<file path="config.mk">
export PLATFORM = sky130hd
export DESIGN_NAME = metastable_sampler
export DESIGN_NICKNAME = d
export VERILOG_FILES = /design/src/rtl/metastable_sampler.sv
export SDC_FILE = /design/constraint.sdc
export NUM_CORES = 1
export LEC_CHECK = 0
export CAP_MARGIN = 20
export CORE_UTILIZATION = 56
export CTS_CLUSTER_SIZE = 24
export DETAILED_ROUTE_END_ITERATION = 10
export PLACE_DENSITY_LB_ADDON = 0.25
export SLEW_MARGIN = 20
export SYNTH_ARGS = -nofsm -noshare
export SYNTH_HDL_FRONTEND = slang
export SYNTH_SLANG_ARGS = --single-unit
</file>
<file path="constraint.sdc">
create_clock -name clk -period 2.5 [get_ports clk]
set_input_delay 0.5 -clock clk [delete_from_list [all_inputs] [get_ports clk]]
set_output_delay 0.5 -clock clk [all_outputs]
set_load 0.02 [all_outputs]
</file>
<file path="src/rtl/metastable_sampler.sv">
// Samples an asynchronous metastable bit, debiases it with a von Neumann pair
// extractor and packs bits into words. Optional repetition health test: METASTABLE_SAMPLER_HEALTH_EN.
module metastable_sampler #(
  parameter int WIDTH        = 8,
  parameter int SYNC_STAGES  = 2,
  parameter int SAMPLE_DIV   = 4,
  parameter int REPEAT_LIMIT = 32
) (
  input  logic             clk,
  input  logic             rst_n,
  input  logic             metastable,
  input  logic             enable,
  output logic [WIDTH-1:0] out_data,
  output logic             out_valid,
  input  logic             out_ready,
  output logic             health_fail
);

  localparam int DIV_W = (SAMPLE_DIV > 1) ? $clog2(SAMPLE_DIV) : 1;
  localparam int CNT_W = $clog2(WIDTH + 1);

  typedef enum logic {EMPTY = 1'b0, HAVE_A = 1'b1} pair_state_t;

  logic [SYNC_STAGES-1:0] sync_reg;
  logic                   raw;
  logic [DIV_W-1:0]       div_reg;
  logic                   strobe;
  pair_state_t            state_reg;
  logic                   a_reg;
  logic [WIDTH-1:0]       shift_reg;
  logic [CNT_W-1:0]       cnt_reg;
  logic                   emit;
  logic                   full;
  logic                   load;
  logic                   load_block;

  always_ff @(posedge clk) begin
    if (!rst_n) sync_reg <= '0;
    else        sync_reg <= {sync_reg[SYNC_STAGES-2:0], metastable};
  end

  assign raw    = sync_reg[SYNC_STAGES-1];
  assign strobe = enable && (div_reg == DIV_W'(SAMPLE_DIV - 1));
  assign emit   = strobe && (state_reg == HAVE_A) && (a_reg != raw);
  assign full   = (cnt_reg == CNT_W'(WIDTH));
  assign load   = full && (!out_valid || out_ready) && !load_block;

  always_ff @(posedge clk) begin
    if (!rst_n || !enable) div_reg <= '0;
    else if (strobe)       div_reg <= '0;
    else                   div_reg <= div_reg + 1'b1;
  end

  always_ff @(posedge clk) begin
    if (!rst_n) begin
      state_reg <= EMPTY;
      a_reg     <= 1'b0;
      shift_reg <= '0;
      cnt_reg   <= '0;
      out_data  <= '0;
      out_valid <= 1'b0;
    end else begin
      if (!enable) begin
        state_reg <= EMPTY;
      end else if (strobe) begin
        case (state_reg)
          EMPTY: begin
            a_reg     <= raw;
            state_reg <= HAVE_A;
          end
          default: state_reg <= EMPTY;
        endcase
      end

      // A full accumulator swallows new bits until its word moves to the output.
      if (load) begin
        out_data  <= shift_reg;
        out_valid <= 1'b1;
        cnt_reg   <= '0;
      end else begin
        if (out_valid && out_ready) out_valid <= 1'b0;
        if (emit && !full) begin
          shift_reg <= (shift_reg << 1) | WIDTH'(a_reg);
          cnt_reg   <= cnt_reg + 1'b1;
        end
      end
    end
  end

`ifdef METASTABLE_SAMPLER_HEALTH_EN
  localparam int REP_W = $clog2(REPEAT_LIMIT + 1);

  logic [REP_W-1:0] rep_reg;
  logic [REP_W-1:0] rep_next;
  logic             last_raw_reg;
  logic             fail_reg;

  always_comb begin
    rep_next = REP_W'(1);
    if (rep_reg != '0 && raw == last_raw_reg) begin
      if (rep_reg == REP_W'(REPEAT_LIMIT)) rep_next = rep_reg;
      else                                 rep_next = rep_reg + 1'b1;
    end
  end

  always_ff @(posedge clk) begin
    if (!rst_n) begin
      rep_reg      <= '0;
      last_raw_reg <= 1'b0;
      fail_reg     <= 1'b0;
    end else if (strobe) begin
      rep_reg      <= rep_next;
      last_raw_reg <= raw;
      if (rep_next == REP_W'(REPEAT_LIMIT)) fail_reg <= 1'b1;
    end
  end

  assign health_fail = fail_reg;
  assign load_block  = fail_reg;
`else
  assign health_fail = 1'b0;
  assign load_block  = 1'b0;
`endif

endmodule

</file>
; Word level (Yosys, flattened, before mapping)
; Index checks and enable logic that the tools add are counted.
[totals]
register_bits = 27
output_inout_bits = 10
input_bits = 5
[op_classes]
reduce_logical = 18
n_bitwise = 4
mux = 3
n_addsub = 2
eq_ne = 3
[op_table]
columns = cell, n
row1 = $or A8 B1 Y8, 1
row2 = $logic_and A1 B1 Y1, 6
row3 = $add A4 B1 Y4 const B, 1
row4 = $eq A4 B4 Y1 const B, 1
row5 = $logic_not A1 Y1, 4
row6 = $reduce_and A2 Y1, 2
row7 = $reduce_or A2 Y1, 2
row8 = $mux W1, 3
row9 = $not A1 Y1, 3
row10 = $reduce_and A3 Y1, 1
row11 = $add A2 B1 Y2 const B, 1
row12 = $eq A2 B2 Y1 const B, 1
row13 = $logic_or A1 B1 Y1, 2
row14 = $reduce_bool A2 Y1, 1
row15 = $ne A1 B1 Y1, 1

; Longest topological paths before layout
[depth]
depth_word = 6
ltp_mapped = 6
ltp_nobuf = 5

; Worst setup path before layout
; Ideal clock, no wire load.
[synth_timing]
kind = register to register
start = reg cnt_reg[0]
end = reg shift_reg[1]
path_stages_with_launch = 6
setup_time_ns = 0.072
setup_slack_ns = 1.033
n_path_buf = 0
arrival_time_ns = 1.395
period_less_slack_ns = 1.467
path_cell_list = dfxtp_1 inv_1 ha_1 and3b_1 nor3_4 mux2i_1
[synth_between]
elab_chain_cells = 4
word_cells_on_any_way = 6
classes_between = eq/ne: 1 / bitwise: 1 / reduce/logical: 4
[synth_lines]
columns = element, line_no
row1 = from (decl), 31  ; logic [CNT_W-1:0] cnt_reg;
row2 = from (signal assigned), 84  ; cnt_reg <= cnt_reg + 1'b1;
row3 = $eq A4 B4 Y1 (*), 45  ; assign full = (cnt_reg == CNT_W'(WIDTH));
row4 = $logic_not A1 Y1 or $logic_and A1 B1 Y1 (tied branches), "82, 46"
row5 = $logic_and A1 B1 Y1 or $not A1 Y1 (tied branches), --
row6 = $reduce_and A2 Y1 (no line) (*), --
row7 = to (signal assigned), 83  ; shift_reg <= (shift_reg << 1) | WIDTH'(a_reg);
row8 = to (decl), 30  ; logic [WIDTH-1:0] shift_reg;
; Every way passes the cells marked *; elsewhere a longest branch is shown, timed or not.
; A chain may end at the register's enable or synchronous reset.

; Worst setup path in the final report
[layout_timing]
start = reg cnt_reg[0]
end = reg shift_reg[7]
; The elaborated chain is that of the path after synthesis.

==> impl_metrics.tcl <==
set metrics [dict create \
    status "finished, final reports clean" \
    clk_latency_ps 300 \
    drive_gt1_share_pct 3.817 \
    syn_area_per_cell_um2 9.210 \
    num_rows 15 \
    routed-via-count 855 \
    critPathLaunch "cnt_reg[0]" \
    layout_commonest_cell "dfxtp_1" \
    grt_max_degree 18 \
    dr.pass1.iters 5 \
    cp_num_cells 5 \
    max_freq_ghz 0.5486 \
    yosys.area_share.adder_pct 3.341 \
    synth_area_mm2 0.001124 \
    initial_core_util_pct 62.36 \
    via_per_inst 5.481 \
    ant_nets 0 \
    holdPathStages 1 \
    stdcell_area_mm2 0.001276 \
    cts_hold_buf 0 \
    setup_tns_ps 0 \
    coreArea_mm2 0.001802 \
    cts_buffer_depth 2 \
    grt_pass1_vias 810 \
    path_class "reg -> reg" \
    grt_pass1_wl_mm 3.415 \
    r2r_slack_ps 680 \
    numClockSinks 27 \
    path_clk_slew_ps 130 \
    crit_slowest_cell "nor3_4" \
    pin_count 15 \
    synthMuxAreaShare_pct 8.909 \
    path_cells "inv_1 > ha_1 > and3b_1 > nor3_4 > mux2i_1" \
    crit_family "simple AND/OR/NAND/NOR gates" \
    synth_compound_area_share_pct 12.36 \
    finClkSkew_ps 2.976 \
    cts_tree "yes" \
    yosysUniqueCellTypes 30 \
    fin_crit_ps 1823 \
    drc 0 \
    crit_fanout 12 \
    timing.rr.start "cnt_reg[0]" \
    tightest_slew_ps 572.2 \
    crit-reg2reg-capture "shift_reg[7]" \
    setup_viol 0 \
    fp.dieW_um 46.79 \
    place_area_mm2 0.001250 \
    drv_cap 0 \
    cp.required_ps 2740 \
    track_usage_pct 21.68 \
    dieArea_mm2 0.002189 \
    root_buffer "clkbuf_4" \
    post_cts_buffers 0 \
    synth_cells 122 \
    grt_setup_unrepaired "no" \
    htree_num_levels 1 \
    synth_top_family_by_area "simple AND/OR/NAND/NOR gates" \
    cts_resized 0 \
    worstPathArrival_ps 2060 \
    antenna_found_initial 0 \
    drt_iter0_drc 24 \
    yosysSeqAreaShare_pct 48.11 \
    drv_slew 0 \
    portBuffers 13 \
    dp_hpwl_mm 1.483 \
    hp-class "reg -> reg" \
    relSlewSlack_pct 61.77 \
    vdd_drop_max_uv 521.2 \
    syn_nets 130 \
    yosys.area_share.simple_pct 20.16 \
    gp_congestion 0.7161 \
    wirelength_mm 1.976 \
    area_growth_pct 13.59 \
    synth_xor_area_share_pct 2.339 \
    p_leak_nw 0.4329 \
    p_per_area_mw_per_mm2 495.9 \
    slowest_delay_ps 480 \
    most-common-layout-cells "dfxtp_1 (27), clkdlybuf4s50_1 (13), o21ai_0 (11), a21oi_1 (11)" \
    crit_path_end "shift_reg[7]" \
    ys_seq_elements 27 \
    diodes 0 \
    start_kind "register" \
    nNetsFinal 140 \
    worst-path-buf-inv 1 \
    fin_crit_sh_pct 72.91 \
    yosys_warnings 0 \
    gr-total-overflow 0 \
    finalPower_w 0.0006329 \
    r2r_cells 5 \
    end_kind "register" \
    dieHeight_um 46.79 \
    routedWlPerCell_um 12.67 \
    hold_violations 0 \
    cts_buffers 3 \
]
[synthesized netlist by cell type]
cell type   n  area, um^2
nand2_1    10       37.54
nand3_2     1       10.01
nand4_1     4       25.02
nor3_4      1       16.27
buf_4       1       7.510
mux2i_1    10       100.1
buf_2       1       5.000
nor3_1      2       10.01
and3b_1     1       8.760
nand2b_1    3       18.77
and3_1      1       6.260
nor3b_1     1       7.510
a21oi_1    11       55.05
and2_1      2       12.51
o31ai_1     2       15.01
clkbuf_1    5       18.77
a31oi_1     1       6.260
dfxtp_1    27       540.5
ha_1        3       37.54
nor2b_1     1       6.260
conb_1      1       3.750
buf_1       1       3.750
xor2_1      1       8.760
nand3_1     9       45.04
inv_1       4       15.01
o211ai_1    1       7.510
nand3b_1    2       15.01
o21ai_0    11       55.05
nor2_1      2       7.510
xnor2_1     2       17.52
[where the power goes]
part	switching [W]	internal, W	leakage [nW]
Combinational	0.0000135	0.00000980	0.200
Clock	0.000112	0.0000621	0.0150
Sequential	0.00000203	0.000434	0.218
Total	0.000127	0.000506	0.433
[how the worst min path moves through the flow]
stage	from	endpoint	slack [ps]
CTS	div_reg[0]	div_reg[0]	450
global placement	div_reg[0]	div_reg[0]	410
global route	sync_reg[0]	sync_reg[1]	490
detailed placement	sync_reg[0]	sync_reg[1]	430
floorplan	div_reg[0]	div_reg[0]	400
finish	div_reg[0]	div_reg[0]	440
[layer usage]
layer  vias to the layer above  routed length [um]  track usage, %
li1                        441                   -               -
met1                       400                 872           26.51
met2                        12                1041           41.11
met3                         2                  55           2.692
met4                         0                   8           3.429
met5                         -                   0               0
[worst register-to-register path, cell delays in order (launching register included)]
cell	delay, ps
dfxtp_1	410
inv_1	90
ha_1	210
and3b_1	340
nor3_4	480
mux2i_1	230
[per-stage QoR]
step	cells	setup slack, ps	utilization (%)	hold WS, ps
floorplan	122	1033	-	404.3
global placement	152	580.9	69.38	411.1
detailed placement	152	533.6	69.38	425.7
CTS	156	654.7	70.83	445.6
global route	156	555.4	70.83	490.1
finish	156	677.2	70.83	443.4
[cells by family after synthesis]
logic type,count (synthesis)
compound gates,26
mux,10
flops,27
buf+inv,12
simple gates,40
xor+xnor,3
other cells,1
fa+ha+maj,3
[area by class of cell]
cell class	instances	area (um^2)
timing repair buffer	13	130.1
fill	157	525.5
inverter	4	15.01
multi-input combinational	83	533.0
clock buffer	4	26.28
tap	25	31.28
sequential	27	540.5
(Power assumes the default switching activity.)
==> RTL edit 1 (config.mk and constraints unchanged) <==
Change the parameter `WIDTH` from 8 to 4.
--- a/src/rtl/metastable_sampler.sv
+++ b/src/rtl/metastable_sampler.sv
@@ -3,3 +3,3 @@
 module metastable_sampler #(
-  parameter int WIDTH        = 8,
+  parameter int WIDTH        = 4,
   parameter int SYNC_STAGES  = 2,
Interface: changed (resized out_data); port bits go from 15 to 11. The function was not compared with the original's and may differ.
==> RTL edit 1 against the unedited design <==
  * Sequential cell count fell by 9
  * Design area fell by 30%
  * Setup slack improved by 0.070 ns
  * Utilization down 1.8 points
  * Total power shrank 23%
  * Wire length is 38% lower
  * First-iteration DRC count decreased by 63%
  * Register-to-register slack improved by 0.13 ns
  * Area after synthesis down 30%
  * Sequential power down 33%
  * Sequential share of layout area fell by 2.2 points
  * Hold slack worse by 0.011 ns
  * Maximum frequency is 4.0% higher
  * Largest power group unchanged
  * Highest routed layer unchanged
==> RTL edit 1: results (changes against the unedited design) <==
finish:
  drive_above_1_share: 0.0690  # was 0.0382
  fin_nets: 96  # was 140
sta:
  tightest_slew_ns: 0.619  # was 0.572 ns
  skew_ns: 0.00238  # was 0.00298 ns
  whs_ns: 0.433  # was 0.443 ns
synthesis:
  yosys-top-cells-count: "dfxtp_1, nand2_1, mux2i_1"  # was dfxtp_1, a21oi_1, o21ai_0
  ys_seq_area_frac: 0.460  # was 0.481
  synthCells: 79  # was 122
  syn_nets: 87  # was 130
  synth.area.top_cells: "dfxtp_1, mux2i_1, a21boi_1, ha_1, o211ai_1"  # was dfxtp_1, mux2i_1, a21oi_1, o21ai_0, nand3_1
cts:
  clock_latency_ns: 0.29
  post-cts-setup-buffer-count: 0  # unchanged
  clkTransAtPathRegs_ns: 0.10  # was 0.13 ns
  cts_max_path_buffers: 2  # unchanged
  cts_buffers: 3  # unchanged
power_and_ir_drop:
  p_sw_frac: 0.198  # was 0.201
  ir_drop_v: 0.000373  # was 0.000521 V
die:
  die_area_um2: 1550  # was 2190 um2
worst_setup_path:
  endpoint: "out_valid"  # was shift_reg[7]
  crit_family: "buffers and inverters"  # was simple AND/OR/NAND/NOR gates
  worstReg2RegEnd: "shift_reg[0]"  # was shift_reg[7]
  r2r_slack_ns: 0.81  # was 0.68 ns
  cpPeakStageDelay_ns: 0.61  # was 0.48 ns
  crit_path_start: "out_valid"  # was cnt_reg[0]
  crit_arrival_ns: 1.25  # was 2.06 ns
placed_design:
  finalWeightedCongestion: 0.693  # was 0.716
  post-dp-hpwl_um: 859  # was 1480 um
  io_buffers: 9  # was 13
  placedCellCount: 98  # was 152
detailed_routing:
  vias: 549  # was 855
  viasPerCell: 5.38  # was 5.48
  wl_met2_um: 532  # was 1040 um
  drt_iter0_drc: 9  # was 24
  drt_pass1_iterations: 4  # was 5
  wl_met1_um: 642  # was 872 um
  wl_met3_um: 24  # was 55 um
global_route:
  grtUsageMet1: 0.243  # was 0.265
  use_met2: 0.262  # was 0.411
  grt_pass1_vias: 412  # was 810
  grtUsageMet3: 0.0511  # was 0.0269
  grt_max_degree: 21  # was 18
  grt.total_usage: 0.191  # was 0.217
outcome:
  status: "finished clean"  # unchanged
==> RTL edit 1: power by group through the flow <==
stage                     sequential, W  combinational [W]  clock, W
after floorplan                0.000297          0.0000130         0
final                          0.000291          0.0000194  0.000174
after global placement         0.000298          0.0000193         0
after CTS                      0.000291          0.0000195  0.000184
after detailed placement       0.000298          0.0000196         0
after global routing           0.000291          0.0000212  0.000189
==> RTL edit 1: how the worst min path moves through the flow <==
stage,to,cells past startpoint
2_1_floorplan,div_reg[0],1
3_3_place_gp,sync_reg[1],1
3_5_place_dp,div_reg[0],1
4_1_cts,div_reg[0],1
5_1_grt,div_reg[0],1
6_report,div_reg[0],1
==> RTL edit 1: logic make-up (layout without fill, tap and decap cells) <==
| family | Yosys count | after routing | synth area share |
|---|---|---|---|
| simple gates | 25 | 25 | 0.190 |
| mux | 7 | 7 | 0.0895 |
| fa+ha+maj | 3 | 3 | 0.0479 |
| flops | 18 | 18 | 0.460 |
| buf+inv | 7 | 15 | 0.0479 |
| other cells | 1 | 1 | 0.00479 |
| compound gates | 16 | 16 | 0.137 |
| xor+xnor | 2 | 2 | 0.0224 |
==> RTL edit 1: cell type report <==
| type | instances | area, um2 | area share |
|---|---|---|---|
| Multi-Input combinational cell | 54 | 385 | 0.429 |
| Sequential cell | 18 | 360 | 0.401 |
| Timing Repair Buffer | 9 | 90.1 | 0.100 |
| Clock buffer | 4 | 36.3 | 0.0404 |
| Tap cell | 15 | 18.8 | 0.0209 |
| Inverter | 2 | 7.51 | 0.00836 |
==> RTL edit 1: stage by stage <==
stage	instance area, um2	setup slack (ns)
6_report	898	0.747
5_1_grt	898	0.690
4_1_cts	898	0.726
3_5_place_dp	862	0.509
3_3_place_gp	862	0.532
2_1_floorplan	783	0.889
==> RTL edit 2 (same settings) <==
Without the edit above. One comparison of `cnt_reg` changes from == to >=.
--- a/src/rtl/metastable_sampler.sv
+++ b/src/rtl/metastable_sampler.sv
@@ -44,3 +44,3 @@
   assign emit   = strobe && (state_reg == HAVE_A) && (a_reg != raw);
-  assign full   = (cnt_reg == CNT_W'(WIDTH));
+  assign full   = (cnt_reg >= CNT_W'(WIDTH));
   assign load   = full && (!out_valid || out_ready) && !load_block;
Behaviour: same outputs for any inputs over 10 cycles, from zero or initial values and one cycle with rst_n low; that may be too few to reach the edited logic, so the function may still have changed.
==> RTL edit 2 against the unedited design <==
  * Design area shrank 4.1%
  * Area after synthesis decreased by 4.2%
  * Non-clock buffer count stayed put
  * Global-route usage up 1.9 points
  * Wire length rose by 5.5%
  * Sequential share of layout area increased by 1.8 points
  * Final cell count did not move
  * Maximum frequency grew 1.2%
  * Sequential cell count did not move
  * Sequential power about the same
  * Total power rose by 1.8%
  * Setup slack better by 0.022 ns
  * Largest cell class unchanged
==> RTL edit 2: results (changes against the unedited design) <==
outcome:
  status: "finished clean"  # unchanged
synthesis:
  ys_seq_area_frac: 0.502  # was 0.481
  yosys-top-cells-count: "dfxtp_1, a21oi_1, nand3_1, o21ai_0, clkbuf_1"  # was dfxtp_1, a21oi_1, o21ai_0
  ys_types: 27  # was 30
  synth.area.top_cells: "dfxtp_1, a21oi_1, nand3_1, o21ai_0, ha_1"  # was dfxtp_1, mux2i_1, a21oi_1, o21ai_0, nand3_1
  synth_compound_area_frac: 0.193  # was 0.124
  synthMuxAreaShare: 0.00930  # was 0.0891
sta:
  skew_ns: 0.00919  # was 0.00298 ns
  max_freq_ghz: 0.555  # was 0.549 GHz
  max_slew_margin: 0.477  # was 0.618
placed_design:
  place_area_um2: 1200  # was 1250 um2
  post-dp-hpwl_um: 1480  # about the same
worst_setup_path:
  worstReg2RegEnd: "cnt_reg[2]"  # was shift_reg[7]
  endpoint: "out_valid"  # was shift_reg[7]
  crit_arrival_ns: 1.30  # was 2.06 ns
  cp_max_fo: 3  # was 12
  crit_family: "buffers and inverters"  # was simple AND/OR/NAND/NOR gates
  rr_startpoint: "div_reg[0]"  # was cnt_reg[0]
  r2r_slack_ns: 0.84  # was 0.68 ns
  reg2regPathDepth: 4  # was 5
detailed_routing:
  routed_wl_um: 2080  # was 1980 um
  drt_pass1_iterations: 4  # was 5
  drt_iter0_drc: 27  # was 24
global_route:
  grt.total_usage: 0.235  # was 0.217
  grt_first_pass_wirelength_um: 3450  # was 3420 um
  grt_max_degree: 19  # was 18
finish:
  n_fill_cell: 153  # was 157
RTL edit 2: changes by cell type after synthesis, moves of 2 or more:
cell and delta:
a21oi_1 +10, buf_2 +2, mux2i_1 -9, nand2_1 -9, nand2b_1 -2, nand3_1 +10, nand4_1 -4, o21ai_0 +8
RTL edit 2: cell type report:
type                    count  share of cell area
flip-flops and latches     27               0.442
multi-input cells          82               0.389
repair buffers             13               0.106
well taps                  25              0.0256
clock buffers               3              0.0184
inverters                   5              0.0153
clock inverters             1             0.00409
RTL edit 2: metal layers:
| layer | share of wire | global-route usage |
|---|---|---|
| met5 | 0 | 0 |
| met4 | 0.019 | 0.141 |
| met3 | 0.043 | 0.0397 |
| met2 | 0.49 | 0.377 |
| met1 | 0.45 | 0.295 |
RTL edit 2: power breakdown:
group / total (W) / internal (W) / switching, W
sequential: 0.000435 / 0.000433 / 0.00000185
clock: 0.000185 / 0.0000600 / 0.000125
combinational: 0.0000237 / 0.00000900 / 0.0000147
total: 0.000644 / 0.000502 / 0.000142
